[src/rtl/ram_access_ctrl_pkg.sv]
// ram_access_ctrl_pkg
//   Shared constants for the byte-RAM access controller: FSM state
//   encoding, access-size encoding and the default highest RAM address.
package ram_access_ctrl_pkg;

  // Highest valid byte address of the attached RAM (its MEM_LENGTH).
  localparam logic [15:0] MEM_LAST_DEFAULT = 16'd255;

  // Access size carried on req_word.
  localparam logic BYTE = 1'b0;
  localparam logic WORD = 1'b1;

  // Controller state encoding.
  typedef enum logic [2:0] {
    IDLE = 3'd0,
    ACC0 = 3'd1,
    ACC1 = 3'd2,
    FIN  = 3'd3,
    RESP = 3'd4
  } state_t;

endpackage : ram_access_ctrl_pkg

[src/rtl/ram_access_ctrl.sv]
// ram_access_ctrl
//   Initiator for a single-port byte RAM with one-cycle registered read
//   latency. Accepts byte / 16-bit loads and stores, splits 16-bit accesses
//   into two little-endian byte accesses and returns one response per
//   request.
//
// Handshakes: a transfer happens on a rising edge where valid & ready are
//   both 1. valid never depends on ready; once rsp_valid rises it and its
//   payload (rsp_rdata, rsp_err) hold until the rsp_ready handshake.
//   req_ready is high only in IDLE, so at most one request is outstanding.
//
// Ports
//   clk, rst                 clock, synchronous active-high reset
//   req_valid/req_ready      request handshake
//   req_write, req_word      1 = store / 1 = 16-bit access
//   req_addr, req_wdata      byte address (low byte of a word), store data
//   rsp_valid/rsp_ready      response handshake
//   rsp_rdata, rsp_err       load data, out-of-range flag
//   mem_*                    RAM address/data_in/write_enable/read_enable,
//                            and data_out returned a cycle after read_enable
//   dbg_state                current FSM state
module ram_access_ctrl
  import ram_access_ctrl_pkg::*;
#(
  parameter logic [15:0] MEM_LAST = MEM_LAST_DEFAULT
) (
  input  logic        clk,
  input  logic        rst,
  input  logic        req_valid,
  output logic        req_ready,
  input  logic        req_write,
  input  logic        req_word,
  input  logic [15:0] req_addr,
  input  logic [15:0] req_wdata,
  output logic        rsp_valid,
  input  logic        rsp_ready,
  output logic [15:0] rsp_rdata,
  output logic        rsp_err,
  output logic [15:0] mem_address,
  output logic [7:0]  mem_data_in,
  output logic        mem_write_enable,
  output logic        mem_read_enable,
  input  logic [7:0]  mem_data_out,
  output logic [2:0]  dbg_state
);

  state_t      state_q, state_d;
  logic [15:0] addr_q, addr_d;
  logic [15:0] wdata_q, wdata_d;
  logic        write_q, write_d;
  logic        word_q, word_d;
  logic [15:0] rdata_q, rdata_d;
  logic        err_q, err_d;

  logic [15:0] req_addr_hi;
  logic        req_oor;
  logic [15:0] addr_hi;

  // Range check: the high byte of a word wraps modulo 2^16 before it is
  // compared against the last valid address.
  always_comb begin
    req_addr_hi = req_addr + 16'd1;
    req_oor     = (req_addr > MEM_LAST) ||
                  ((req_word == WORD) && (req_addr_hi > MEM_LAST));
  end

  assign addr_hi = addr_q + 16'd1;

  // Next-state and request/response registers.
  always_comb begin
    state_d = state_q;
    addr_d  = addr_q;
    wdata_d = wdata_q;
    write_d = write_q;
    word_d  = word_q;
    rdata_d = rdata_q;
    err_d   = err_q;
    unique case (state_q)
      IDLE: begin
        if (req_valid) begin
          addr_d  = req_addr;
          wdata_d = req_wdata;
          write_d = req_write;
          word_d  = req_word;
          rdata_d = 16'd0;
          err_d   = req_oor;
          state_d = req_oor ? RESP : ACC0;
        end
      end
      ACC0: begin
        if (word_q == WORD)   state_d = ACC1;
        else if (write_q)     state_d = RESP;
        else                  state_d = FIN;
      end
      ACC1: begin
        // Low byte of a word load, read in ACC0, is on data_out now.
        if (!write_q) rdata_d[7:0] = mem_data_out;
        state_d = write_q ? RESP : FIN;
      end
      FIN: begin
        if (word_q == WORD) rdata_d[15:8] = mem_data_out;
        else                rdata_d[7:0]  = mem_data_out;
        state_d = RESP;
      end
      RESP: begin
        if (rsp_ready) state_d = IDLE;
      end
      default: state_d = IDLE;
    endcase
  end

  always_ff @(posedge clk) begin
    if (rst) begin
      state_q <= IDLE;
      addr_q  <= 16'd0;
      wdata_q <= 16'd0;
      write_q <= 1'b0;
      word_q  <= 1'b0;
      rdata_q <= 16'd0;
      err_q   <= 1'b0;
    end else begin
      state_q <= state_d;
      addr_q  <= addr_d;
      wdata_q <= wdata_d;
      write_q <= write_d;
      word_q  <= word_d;
      rdata_q <= rdata_d;
      err_q   <= err_d;
    end
  end

  // Outputs decode from state only. They are forced to 0 while rst is
  // high so that a reset landing on an access edge never writes the RAM.
  always_comb begin
    req_ready        = 1'b0;
    rsp_valid        = 1'b0;
    rsp_rdata        = 16'd0;
    rsp_err          = 1'b0;
    mem_address      = 16'd0;
    mem_data_in      = 8'd0;
    mem_write_enable = 1'b0;
    mem_read_enable  = 1'b0;
    if (!rst) begin
      unique case (state_q)
        IDLE: req_ready = 1'b1;
        ACC0: begin
          mem_address = addr_q;
          if (write_q) begin
            mem_write_enable = 1'b1;
            mem_data_in      = wdata_q[7:0];
          end else begin
            mem_read_enable  = 1'b1;
          end
        end
        ACC1: begin
          mem_address = addr_hi;
          if (write_q) begin
            mem_write_enable = 1'b1;
            mem_data_in      = wdata_q[15:8];
          end else begin
            mem_read_enable  = 1'b1;
          end
        end
        RESP: begin
          rsp_valid = 1'b1;
          rsp_rdata = rdata_q;
          rsp_err   = err_q;
        end
        default: ;
      endcase
    end
  end

  assign dbg_state = state_q;

endmodule : ram_access_ctrl

[config.mk]
export PLATFORM = sky130hd
export DESIGN_NAME = ram_access_ctrl
export DESIGN_NICKNAME = d
export VERILOG_FILES = /design/src/rtl/ram_access_ctrl_pkg.sv /design/src/rtl/ram_access_ctrl.sv
export SDC_FILE = /design/constraint.sdc
export NUM_CORES = 1
export LEC_CHECK = 0
export BUFFER_PORTS_ARGS = -buffer_cell sky130_fd_sc_hd__buf_2
export CORE_UTILIZATION = 35
export CTS_CLUSTER_SIZE = 8
export DETAILED_ROUTE_END_ITERATION = 10
export GPL_ROUTABILITY_DRIVEN = 0
export HOLD_SLACK_MARGIN = 0.03
export PLACE_DENSITY = 0.56
export SETUP_SLACK_MARGIN = 0.3
export SYNTH_ARGS = -nofsm -noshare
export SYNTH_HDL_FRONTEND = slang
export SYNTH_SLANG_ARGS = --single-unit
[constraint.sdc]
create_clock -name clk -period 2.7 [get_ports clk]
set_clock_uncertainty 0.05 [all_clocks]
set_input_delay 0.675 -clock clk [delete_from_list [all_inputs] [get_ports clk]]
set_output_delay 0.675 -clock clk [all_outputs]
set_load 0.05 [all_outputs]
==> results.ini <==
[sta]
fin_crit_ps = 2730
timing.final.ws_setup_ps = -34.0
slew_viol_final = 0
period_share_pct = 101
final_hold_viol_count = 0
setup_viol = 3
fmax_mhz = 366
rsz0062_at_grt = yes
maxSlewHeadroom_pct = 56.0
worstMarginPinSlew_ps = 660

[die]
die_x_um = 92.2
core_area_um2 = 7810
die-area_um2 = 8500
ios = 94
placementRows = 32
start_util_pct = 36.5
die_y_um = 92.2

[pwr]
seqPwrFrac_pct = 52.1
ir_drop_v = 0.000214
internal_power_w = 0.00120
swShare_pct = 28.5
pwr-share-clk_pct = 29.8
p_per_area_nw_per_um2 = 342
leakage_nw = 1.84
combinationalPowerShare_pct = 18.1
p_switching_w = 0.000479

[global_route]
grt_max_degree = 35
grt_pass1_vias = 3088
grt-ovfl-total = 0
grt_pass1_wl_mm = 14.8
antenna_found_initial = 0
grtUsageTotal_pct = 21.8

[clock_tree]
cts_sinks = 54
clock_latency_ps = 300
clock-root-buffer = clkbuf_8
cts_tree = built
cts_buffers = 5
postCtsHoldBufs = 0
cts_buffer_depth = 2
cts_htree_levels = 2
path_clk_slew_ps = 90

[routing]
drtAntennaViolNets = 0
drc = 0
first_iter_violations = 129
wl_mm = 9.27
drt_first_pass_iters = 4
dr_total_vias = 3223
wl_per_cell_um = 14.9
viasPerCell = 5.18

[logic_synthesis]
netlist.area_leader.share_pct = 38.0
syn_area_um2 = 2850
synthCells = 398
yosysUniqueCellTypes = 43
synth_area_leaders = dfxtp_1 (38%), nand2_1 (12%), a21oi_1 (9.7%)
seq_area_frac_synth_pct = 38.0
yosys_most_used_dff = dfxtp_1
syn_nets = 445
async_flop_share_pct = 0
ys_ff_latch = 54
synth_area_per_cell_um2 = 7.16
synth_edf_count = 0
yosysWarnings = 0
yosysTopAreaCell = dfxtp_1

[final_layout]
drive_above_1_share_pct = 49.2
seqCellArea_um2 = 1100
finish.utilization_pct = 62.9
fin_cells = 622
area_growth_syn_to_layout_pct = 72.6
multi_input_area_um2 = 2220
nets = 566
fillers = 700
antenna_cells = 0

[setup_path]
worstReg2RegStart = dbg_state[2]$_SDFFE_PP0P_
worstSetupPathType = in -> out
cp.required_ps = 1980
r2r_end = wdata_q[0]$_SDFFE_PP0P_
r2r_setup_slack_ps = 790
critPathMaxFanout = 8
cp-end-kind = output port
crit_path_end = mem_address[7]
cp.arrival_ps = 2010
start_kind = input port
rr_worst_depth = 8
startpoint = rst

[run_status]
violations = setup timing
status = finished, violations left

[place]
place.port_buffers = 93
placed_cells = 587
dp_hpwl_mm = 6.05

[hold_path]
min_path_type = reg -> reg

[run]
maxCapViolCount = 0

## power by group through the flow
stage	clock, W	sequential (W)	combinational [W]
after floorplan	0	0.000882	0.000169
after global placement	0	0.000882	0.000260
after detailed placement	0	0.000884	0.000263
after CTS	0.000517	0.000871	0.000296
after global routing	0.000555	0.000880	0.000334
final	0.000501	0.000874	0.000304
## what timing repair did
action                                 CTS  global route
buffers inserted                        17             6
setup endpoints to repair               44            44
pin swaps                               15            29
cloned                                   4             0
endpoints found under the hold margin    0             0
resized for setup                      157            65
## Yosys cell counts (2+ instances only)
cell and number:
a21o_1 2, a21oi_1 55, a22oi_1 9, a311oi_1 3, a31oi_1 3, a41oi_1 3
and2_1 20, and3_1 3, and4_1 3, buf_1 2, buf_2 10, clkbuf_1 19
dfxtp_1 54, inv_1 4, nand2_1 94, nand2b_1 12, nand3_1 14, nand4_1 6
nor2_1 24, nor2b_1 3, nor3_1 5, nor3b_1 2, nor4_1 4, nor4b_2 2
o21ai_1 19, o31ai_1 2, or3_1 4, or3b_1 2
## area by class of cell
class	count	area share [%]
inverters	4	0.305
well taps	102	2.60
multi-input cells	309	45.2
flip-flops and latches	54	22.5
clock buffers	8	2.06
repair buffers	145	27.3
## worst min path at each step
stage	startpoint	to	slack [ps]	cells after the start
after floorplan	wdata_q[10]$_SDFFE_PP0P_	wdata_q[10]$_SDFFE_PP0P_	390	2
after global placement	wdata_q[4]$_SDFFE_PP0P_	wdata_q[4]$_SDFFE_PP0P_	390	2
after detailed placement	wdata_q[9]$_SDFFE_PP0P_	wdata_q[9]$_SDFFE_PP0P_	400	2
after CTS	rdata_q[0]$_SDFFE_PP0P_	rdata_q[0]$_SDFFE_PP0P_	420	2
after global routing	wdata_q[9]$_SDFFE_PP0P_	wdata_q[9]$_SDFFE_PP0P_	440	2
final	wdata_q[9]$_SDFFE_PP0P_	wdata_q[9]$_SDFFE_PP0P_	420	2
## layout by cell type, fill, tap and decap left out, types with 3 or more instances in the layout
master,n
o21ai_1,11
nand2b_1,11
nor2_1,6
o21ai_2,6
nor4_1,3
nand2_1,91
nand4_1,6
a41oi_2,3
buf_6,36
nor2_2,3
buf_4,29
and2_4,17
buf_2,49
inv_1,4
nor2_4,16
a22oi_2,9
a311oi_4,3
o21ai_4,3
clkbuf_8,5
dfxtp_4,4
buf_8,29
dfxtp_2,7
a21oi_1,50
dfxtp_1,43
nand3_1,13
nor3_1,3
or3_4,3
nor2b_1,3
a21oi_2,3
## layer usage
layer  share of wire, %  track usage, %  vias up  wire [µm]
met3                3.5            3.23        9        326
met5                  0               0        -          0
met4                1.0            4.82        0         97
li1                   -               -     1618          -
met1                 43            27.8     1531       4010
met2                 52            38.6       65       4840
## cell families (layout without fill, tap and decap cells)
group                      after synthesis  in the layout  share of synthesized area [%]
and+or+nand+nor                        204            204                           35.4
AOI/OAI and AO/OA                      103            103                           20.9
DFF                                     54             54                           38.0
buffers and inverters                   35            157                           5.05
adders and majority gates                1              1                          0.439
xor gates and xnor gates                 1              1                          0.308
## per-stage QoR
step	worst slack (ps)	area (µm²)	hold WS, ps	setup TNS (ps)	total power [W]
floorplan	125	3230	386	0	0.00105
global placement	-152	3840	393	-598	0.00114
detailed placement	-161	3840	397	-719	0.00115
CTS	-40.8	4660	420	-127	0.00168
global route	-63.7	4910	436	-236	0.00177
finish	-34.0	4910	419	-99.2	0.00168
## critical path, stage by stage
cell and delay, ps:
buf_6 100, or4b_4 470, buf_6 160, or3_4 380
o21ai_4 60, buf_6 170
## sequential cells by signal (all words and copies together), names as in the netlist
name,flops
addr_q,16
rdata_q,16
word_q,1
write_q,1
err_q,1
wdata_q,16
dbg_state,3
Power figures use the tool's default switching activity.
